$ cat src/rtl/y86_pkg.sv
// Shared Y86-64 definitions for the fetch front end: icode values, word width,
// fetch FSM states and the instruction-length decode.
package y86_pkg;

  localparam int unsigned WORD_W = 64;

  localparam logic [3:0] IHALT   = 4'h0;
  localparam logic [3:0] INOP    = 4'h1;
  localparam logic [3:0] IRRMOVQ = 4'h2;
  localparam logic [3:0] IIRMOVQ = 4'h3;
  localparam logic [3:0] IRMMOVQ = 4'h4;
  localparam logic [3:0] IMRMOVQ = 4'h5;
  localparam logic [3:0] IOPQ    = 4'h6;
  localparam logic [3:0] IJXX    = 4'h7;
  localparam logic [3:0] ICALL   = 4'h8;
  localparam logic [3:0] IRET    = 4'h9;
  localparam logic [3:0] IPUSHQ  = 4'hA;
  localparam logic [3:0] IPOPQ   = 4'hB;

  typedef enum logic {StRun, StHalted} fetch_state_e;

  function automatic logic icode_valid(input logic [3:0] icode);
    return icode <= IPOPQ;
  endfunction

  // Invalid icodes report length 1 so valP still points past the bad byte.
  function automatic logic [3:0] instr_len(input logic [3:0] icode);
    logic [3:0] len;
    case (icode)
      IHALT, INOP, IRET:               len = 4'd1;
      IRRMOVQ, IOPQ, IPUSHQ, IPOPQ:    len = 4'd2;
      IIRMOVQ, IRMMOVQ, IMRMOVQ:       len = 4'd10;
      IJXX, ICALL:                     len = 4'd9;
      default:                         len = 4'd1;
    endcase
    return len;
  endfunction

endpackage

$ cat src/rtl/pc_select.sv
// Fetch-address mux: mispredicted jump in M beats ret in W beats the prediction.
module pc_select
  import y86_pkg::*;
(
  input  logic [3:0]        m_icode,
  input  logic              m_cnd,
  input  logic [WORD_W-1:0] m_val_a,
  input  logic [3:0]        w_icode,
  input  logic [WORD_W-1:0] w_val_m,
  input  logic [WORD_W-1:0] pred_pc,
  output logic [WORD_W-1:0] pc
);

  always_comb begin
    pc = pred_pc;
    if (m_icode == IJXX && !m_cnd) begin
      pc = m_val_a;
    end else if (w_icode == IRET) begin
      pc = w_val_m;
    end
  end

endmodule

$ cat src/rtl/fetch_pc_select.sv
// Fetch front end: predicted-PC register, fetch-address selection, valP and
// next-PC prediction, and the sticky halt once HALT/invalid/imem error is fetched.
module fetch_pc_select
  import y86_pkg::*;
#(
  parameter logic [63:0]  RESET_PC = 64'd0,
  parameter int unsigned  ICODE_W  = 4
) (
  input  logic               clk,
  input  logic               rst_n,
  input  logic               F_stall,
  input  logic [ICODE_W-1:0] f_icode,
  input  logic [63:0]        f_valC,
  input  logic               f_imem_error,
  input  logic [ICODE_W-1:0] M_icode,
  input  logic               M_Cnd,
  input  logic [63:0]        M_valA,
  input  logic [ICODE_W-1:0] W_icode,
  input  logic [63:0]        W_valM,
  output logic [63:0]        f_pc,
  output logic [63:0]        f_valP,
  output logic [63:0]        F_predPC,
  output logic               f_halted
);

  fetch_state_e      state_q, state_d;
  logic [63:0]       pred_pc_q, pred_pc_d;
  logic [3:0]        icode;
  logic [3:0]        len;
  logic [63:0]       pred;
  logic              stop;

  assign icode = f_icode[3:0];

  pc_select u_pc_select (
    .m_icode (M_icode[3:0]),
    .m_cnd   (M_Cnd),
    .m_val_a (M_valA),
    .w_icode (W_icode[3:0]),
    .w_val_m (W_valM),
    .pred_pc (pred_pc_q),
    .pc      (f_pc)
  );

  assign len    = instr_len(icode);
  assign f_valP = f_pc + {60'd0, len};
  assign pred   = (icode == IJXX || icode == ICALL) ? f_valC : f_valP;
  assign stop   = (icode == IHALT) || !icode_valid(icode) || f_imem_error;

  always_comb begin
    state_d   = state_q;
    pred_pc_d = pred_pc_q;
    unique case (state_q)
      StRun: begin
        // A stall masks halt detection; it is re-evaluated next cycle.
        if (!F_stall) begin
          if (stop) begin
            pred_pc_d = f_valP;
            state_d   = StHalted;
          end else begin
            pred_pc_d = pred;
          end
        end
      end
      StHalted: begin
        state_d = StHalted;
      end
      default: begin
        state_d = StRun;
      end
    endcase
  end

  always_ff @(posedge clk or negedge rst_n) begin
    if (!rst_n) begin
      state_q   <= StRun;
      pred_pc_q <= RESET_PC;
    end else begin
      state_q   <= state_d;
      pred_pc_q <= pred_pc_d;
    end
  end

  assign F_predPC = pred_pc_q;
  assign f_halted = (state_q == StHalted);

endmodule

$ cat config.mk
export PLATFORM = sky130hd
export DESIGN_NAME = fetch_pc_select
export DESIGN_NICKNAME = d
export VERILOG_FILES = /design/src/rtl/y86_pkg.sv /design/src/rtl/pc_select.sv /design/src/rtl/fetch_pc_select.sv
export SDC_FILE = /design/constraint.sdc
export NUM_CORES = 1
export LEC_CHECK = 0
export ABC_AREA = 0
export CAP_MARGIN = 20
export CORE_AREA = 2 2 158 160
export CTS_CLUSTER_SIZE = 24
export DETAILED_ROUTE_END_ITERATION = 10
export DIE_AREA = 0 0 160 162
export GPL_TIMING_DRIVEN = 0
export PLACE_DENSITY = 0.68
export SYNTH_ARGS = -nofsm -noshare
export SYNTH_HDL_FRONTEND = slang
export SYNTH_SLANG_ARGS = --single-unit
$ cat constraint.sdc
create_clock -name clk -period 23 [get_ports clk]
set_clock_uncertainty 0.1 [all_clocks]
set_input_delay 4.6 -clock clk [delete_from_list [all_inputs] [get_ports clk]]
set_output_delay 4.6 -clock clk [all_outputs]
set_load 0.05 [all_outputs]
Yosys cells after proc, flatten, opt, wreduce, memory -nomap -nowiden
Memory sizes are Yosys's and may differ from the RTL's.
Index checks and enable logic that the tools add are counted.

storage, ports and cells
  flip-flop bits (word level) = 65
  memory bits (read-only) = 48
  bits of input ports = 209
  output and inout port bits = 193
  word-level logic and storage cells = 26
  memories = 1

cells by class
  $add $sub $neg = 1
  $lt $le $gt $ge = 1
  eq/ne operators = 4
  mux-type cells = 7
  bitwise operators = 2
  reductions and logical operators = 8

memories
  memory           words  width  rd ports  clocked after memory_dff  wr ports  line           source
  (no name shown)  16     3      1         0                         0         y86_pkg.sv:29  case (icode)

operators by type and width
  cell                                                                    count
  64-bit two-way mux                                                      4
  64-bit by 4-bit adder with 64-bit output                                1
  4-bit by 3-bit equality test with 1-bit output (second input constant)  2
  4-bit equality test (second input constant)                             2
  4-bit <= comparator (second input constant)                             1
  4-bit zero test                                                         1
  1-bit logical OR                                                        3
  1-bit zero test                                                         2
  1-bit two-way mux                                                       2
  1-bit inverter                                                          2
  1-bit one-hot mux with 2 select lines                                   1
  2-bit AND reduction                                                     1
  1-bit logical AND                                                       1

Longest topological paths before layout
  depth in word-level cells = 7
  gate-level depth with buffers = 23
  depth with buffers taken out = 15

By module
Synthesis repeated with hierarchy kept, for this count alone.

unflattened totals
  cell total of the unflattened synthesis = 698
  area total of the unflattened synthesis = 6567.5 um2

by module, submodules not included
  module           instances  cells each  area an instance (um2)  seq. area each (um2)
  fetch_pc_select  1          554         4473.0                  1626.6
  pc_select        1          144         2094.5                  0.0

Worst setup path after synthesis
OpenSTA, ideal clock, no wires.

  kind = input to output
  start = in M_Cnd
  end = out f_valP[54]
  arrival = 10845 ps
  data required time = 18300 ps
  slack = 7455 ps
  stages on the path = 23
  buffers on the path = 9
  path through = buf_2 > or2_4 > buf_6 > buf_6 > buf_2 > buf_2 > buf_1 > buf_1 > nor2_1 > a31oi_1 > ha_1 > inv_1 > fa_1 > nor2b_1 > and4bb_2 > a311oi_4 > or4_1 > clkbuf_1 > or2_1 > buf_6 > nor4_4 > nand3_1 > xnor2_1

on the way
  longest elaborated chain between the ends = 4

RTL lines
  what                                      line                   source
  from (decl)                               fetch_pc_select.sv:16  input logic M_Cnd,
  1-bit zero test                           pc_select.sv:16        if (m_icode == IJXX && !m_cnd) begin
  1-bit logical AND                         pc_select.sv:16
  64-bit two-way mux                        pc_select.sv:16
  via f_pc[0]                               fetch_pc_select.sv:20  output logic [63:0] f_pc,
  64-bit by 4-bit adder with 64-bit output  fetch_pc_select.sv:46  assign f_valP = f_pc + {60'd0, len};
  to (decl)                                 fetch_pc_select.sv:21  output logic [63:0] f_valP,

The timed path passes the listed nets, and every way through them passes these cells.

Final worst setup path
  start = in W_icode[0]
  end = out f_valP[54]

on the way
  longest elaborated chain between the ends = 4

RTL lines
  what                                      line                   source
  from (decl)                               fetch_pc_select.sv:18  input logic [ICODE_W-1:0] W_icode,
  4-bit equality test                       pc_select.sv:18        end else if (w_icode == IRET) begin
  64-bit two-way mux                        pc_select.sv:18
  64-bit two-way mux                        pc_select.sv:16
  64-bit by 4-bit adder with 64-bit output  fetch_pc_select.sv:46

No other way between the ends.

==> out/metrics.cfg <==
[worst_setup_path]
r2r_cells=15
setup.worst_path.end=f_valP[54]
path_max_fanout=10
critical_path.slowest_cell=sky130_fd_sc_hd__clkdlybuf4s50_1
critical-path-max-stage-delay_ns=0.82
cp.required_ns=18.30
r2r-start=F_predPC[0]$_DFFE_PN0P_
crit_chain=clkdlybuf4s50_1 -> and4bb_2 -> buf_2 -> buf_1 -> buf_1 -> clkbuf_1 -> nand2_1 -> a31oi_1 -> ha_1 -> inv_1 -> fa_1 -> nor2b_1 -> and4bb_2 -> a311oi_4 -> or4_1 -> clkbuf_1 -> or2_1 -> buf_6 -> nor4_4 -> nand3_1 -> xnor2_1 -> clkdlybuf4s50_1
worst_ep_arrival_time_ns=12.93
startpoint_type_of_the_worst_setup_path=input pin
crit_start=W_icode[0]
r2r-end=F_predPC[34]$_DFFE_PN0P_
ff2ff_setup_slack_ns=18.33
timing.critical_path.to_type=output port
criticalPathCategory=in -> out

[power_and_ir_drop]
power-per-cell-area_nw_per_um2=82.1
ir_worst_vdd_mv=0.0570
finalPower_mw=0.975
power_leakage_nw=4.65
p_int_mw=0.435
sequentialPowerShare=0.173
power.share.clock=0.144
comb_power_share=0.683
power.net_switching_mw=0.541
netSwitchingFraction=0.554

[grt]
number_of_antenna_violations_at_the_first_check_in_global_routing=3
number_of_global_route_vias_before_repair=9842
grtUsageTotal=0.359
globalRoute.totalOverflow=0
grt_start_max_net_pins=37
grt_pass1_wl_um=68100

[logic_synthesis]
syn-instance-count=994
synth_edf_count=0
yosys_warnings=0
netlist.top_cell.by_area=sky130_fd_sc_hd__dfrtp_1
synth_top_area_share=0.227
ys_async_sr_fraction=1.00
synth_fp_nets=1207
ys.flop_type=sky130_fd_sc_hd__dfrtp_1
yosys-top-cells-area=sky130_fd_sc_hd__dfrtp_1, sky130_fd_sc_hd__nand2_1, sky130_fd_sc_hd__mux2i_1
synth_seq_cells=65
synthTopCellsByCount=sky130_fd_sc_hd__nand2_1, sky130_fd_sc_hd__nor3_1, sky130_fd_sc_hd__nor2_1, sky130_fd_sc_hd__dfrtp_1
synth_cell_type_count=66
synth_sequential_area_ratio=0.227
post-synth-top-count-cell=sky130_fd_sc_hd__nand2_1
synthesis.area_per_instance_um2=7.22
synth.cell_area_um2=7180

[sta]
report.final.slew_viol_count=0
final_period_demand_of_the_worst_path_ns=17.63
fin_hold_ws_ns=0.438
relSlewSlack=0.243
fin_setup_tns_ns=0
fmax_mhz=56.7
grt_setup_unrepaired=no
final_hold_viol_count=0
slew_of_the_pin_with_the_lowest_slew_margin_ns=1.14
final.period_utilization=0.766
timing.final.setup_violations=0

[clock_network]
worst_setup_hold_path_clk_slew_ns=0.06
cts_setup_buffers=0
cts_htree_levels=3
cts_resizes=0
root_buffer=sky130_fd_sc_hd__clkbuf_16
tritoncts=done
max-clock-path-buffers=2
worstSkewPairLatency_ns=0.35
clock_sink_count=65
total_clock_buffers_created_by_cts=9
hold_buffer_count_at_cts=0

[drt]
drc_errors=0
routed_wire_length_per_instance_um=27.7
first_iteration_detailed_routing_drc_count=1181
route.vias.total=10100
ant_nets=0
route.final.wire_length_um=48000
vias_per_cell=5.81
drt_pre_antenna_iters=5

[final_layout]
area_growth_syn_to_layout_pct=65.5
nets=1618
layout.cells.non_filler=1737
fillCellCount=2473
drive_above_1_share=0.0624
multiInputGateArea_um2=5150
seq_area_um2=1630
layout.cell_area.non_filler_um2=11900

[floorplan]
die_h_um=162
core_um2=24100
top_level_ports=402
die_footprint_um2=25900
core.rowCount=57
dieWidth_um=160
initial_utilization=0.298

[place]
dpl.hpwl_um=37000
dp.cells=1718
place_area_um2=11600
gp_routability_congestion=0.920
port_buffers=399

[job]
drv_cap=0

[run_status]
run_status=finished, final reports clean

[worst_hold_path]
worst_hold_path_type=reg -> reg

==> worst max-delay path: cells and delay by family <==
kind | cells | cell delay (ns)
buf+inv | 9 | 4.40
simple gates | 8 | 2.68
fa+ha+maj | 2 | 0.65
compound gates | 2 | 0.38
xor+xnor | 1 | 0.19
==> worst min path at each step <==
stage | startpoint | to | cells past startpoint
4_1_cts | F_predPC[16]$_DFFE_PN0P_ | F_predPC[16]$_DFFE_PN0P_ | 2
6_report | f_halted$_DFF_PN0_ | f_halted$_DFF_PN0_ | 1
2_1_floorplan | F_predPC[1]$_DFFE_PN0P_ | F_predPC[1]$_DFFE_PN0P_ | 2
5_1_grt | F_predPC[15]$_DFFE_PN0P_ | F_predPC[15]$_DFFE_PN0P_ | 2
3_3_place_gp | F_predPC[22]$_DFFE_PN0P_ | F_predPC[22]$_DFFE_PN0P_ | 2
3_5_place_dp | f_halted$_DFF_PN0_ | f_halted$_DFF_PN0_ | 1
==> per-layer routing <==
layer / wire length (um) / up-vias / GRT usage
li1: - / 4407 / -
met3: 5130 / 112 / 0.0891
met5: 0 / - / 0
met2: 21400 / 732 / 0.568
met4: 1960 / 0 / 0.154
met1: 19500 / 4844 / 0.467
==> logic make-up after synthesis <==
logic type | after synthesis | synth area share
AND/OR/NAND/NOR | 531 | 0.381
AO/OA/AOI/OAI | 177 | 0.163
buffers and inverters | 93 | 0.0556
flip-flops | 65 | 0.227
multiplexers | 64 | 0.0922
XOR/XNOR | 60 | 0.0732
adder cells (fa/ha/maj) | 4 | 0.00802
==> cell type report <==
cell class	instances	area share
multi-input cells	836	0.434
clock inverters	5	0.00263
flip-flops and latches	65	0.137
diodes	3	0.000632
repair buffers	400	0.338
clock buffers	11	0.0204
inverters	24	0.00758
plain buffers	69	0.0260
well taps	324	0.0341
==> state kept, by name, indices dropped and copies added, names as in the netlist <==
signal    cells
f_halted      1
F_predPC     64
==> through the flow <==
step	worst slack, ns	utilization
floorplan	7.45	-
detailed placement	5.54	0.481
CTS	5.51	0.493
global route	5.14	0.493
global placement	5.61	0.480
finish	5.37	0.493
==> layout by cell type, fill, tap and decap left out, types with 13 or more instances in the layout <==
master and instances:
sky130_fd_sc_hd__dfrtp_1 65, sky130_fd_sc_hd__buf_1 13, sky130_fd_sc_hd__a21oi_1 25, sky130_fd_sc_hd__xnor2_1 37, sky130_fd_sc_hd__a31oi_1 43, sky130_fd_sc_hd__inv_1 24
sky130_fd_sc_hd__o21ai_0 50, sky130_fd_sc_hd__nor2_1 74, sky130_fd_sc_hd__nand3_1 21, sky130_fd_sc_hd__or3_1 21, sky130_fd_sc_hd__clkbuf_1 40, sky130_fd_sc_hd__nand2_1 220
sky130_fd_sc_hd__clkdlybuf4s50_1 398, sky130_fd_sc_hd__mux2i_1 50, sky130_fd_sc_hd__and3_1 21, sky130_fd_sc_hd__xor2_1 23, sky130_fd_sc_hd__mux2_2 13, sky130_fd_sc_hd__nor3_1 82
==> power groups by stage <==
stage / combinational, mW / sequential, mW / clock (mW)
finish: 0.666 / 0.169 / 0.140
global placement: 0.657 / 0.170 / 0
floorplan: 0.327 / 0.246 / 0
CTS: 0.662 / 0.168 / 0.138
detailed placement: 0.659 / 0.170 / 0
global route: 0.688 / 0.173 / 0.143
Note: power is estimated with default switching activity, not from simulation.
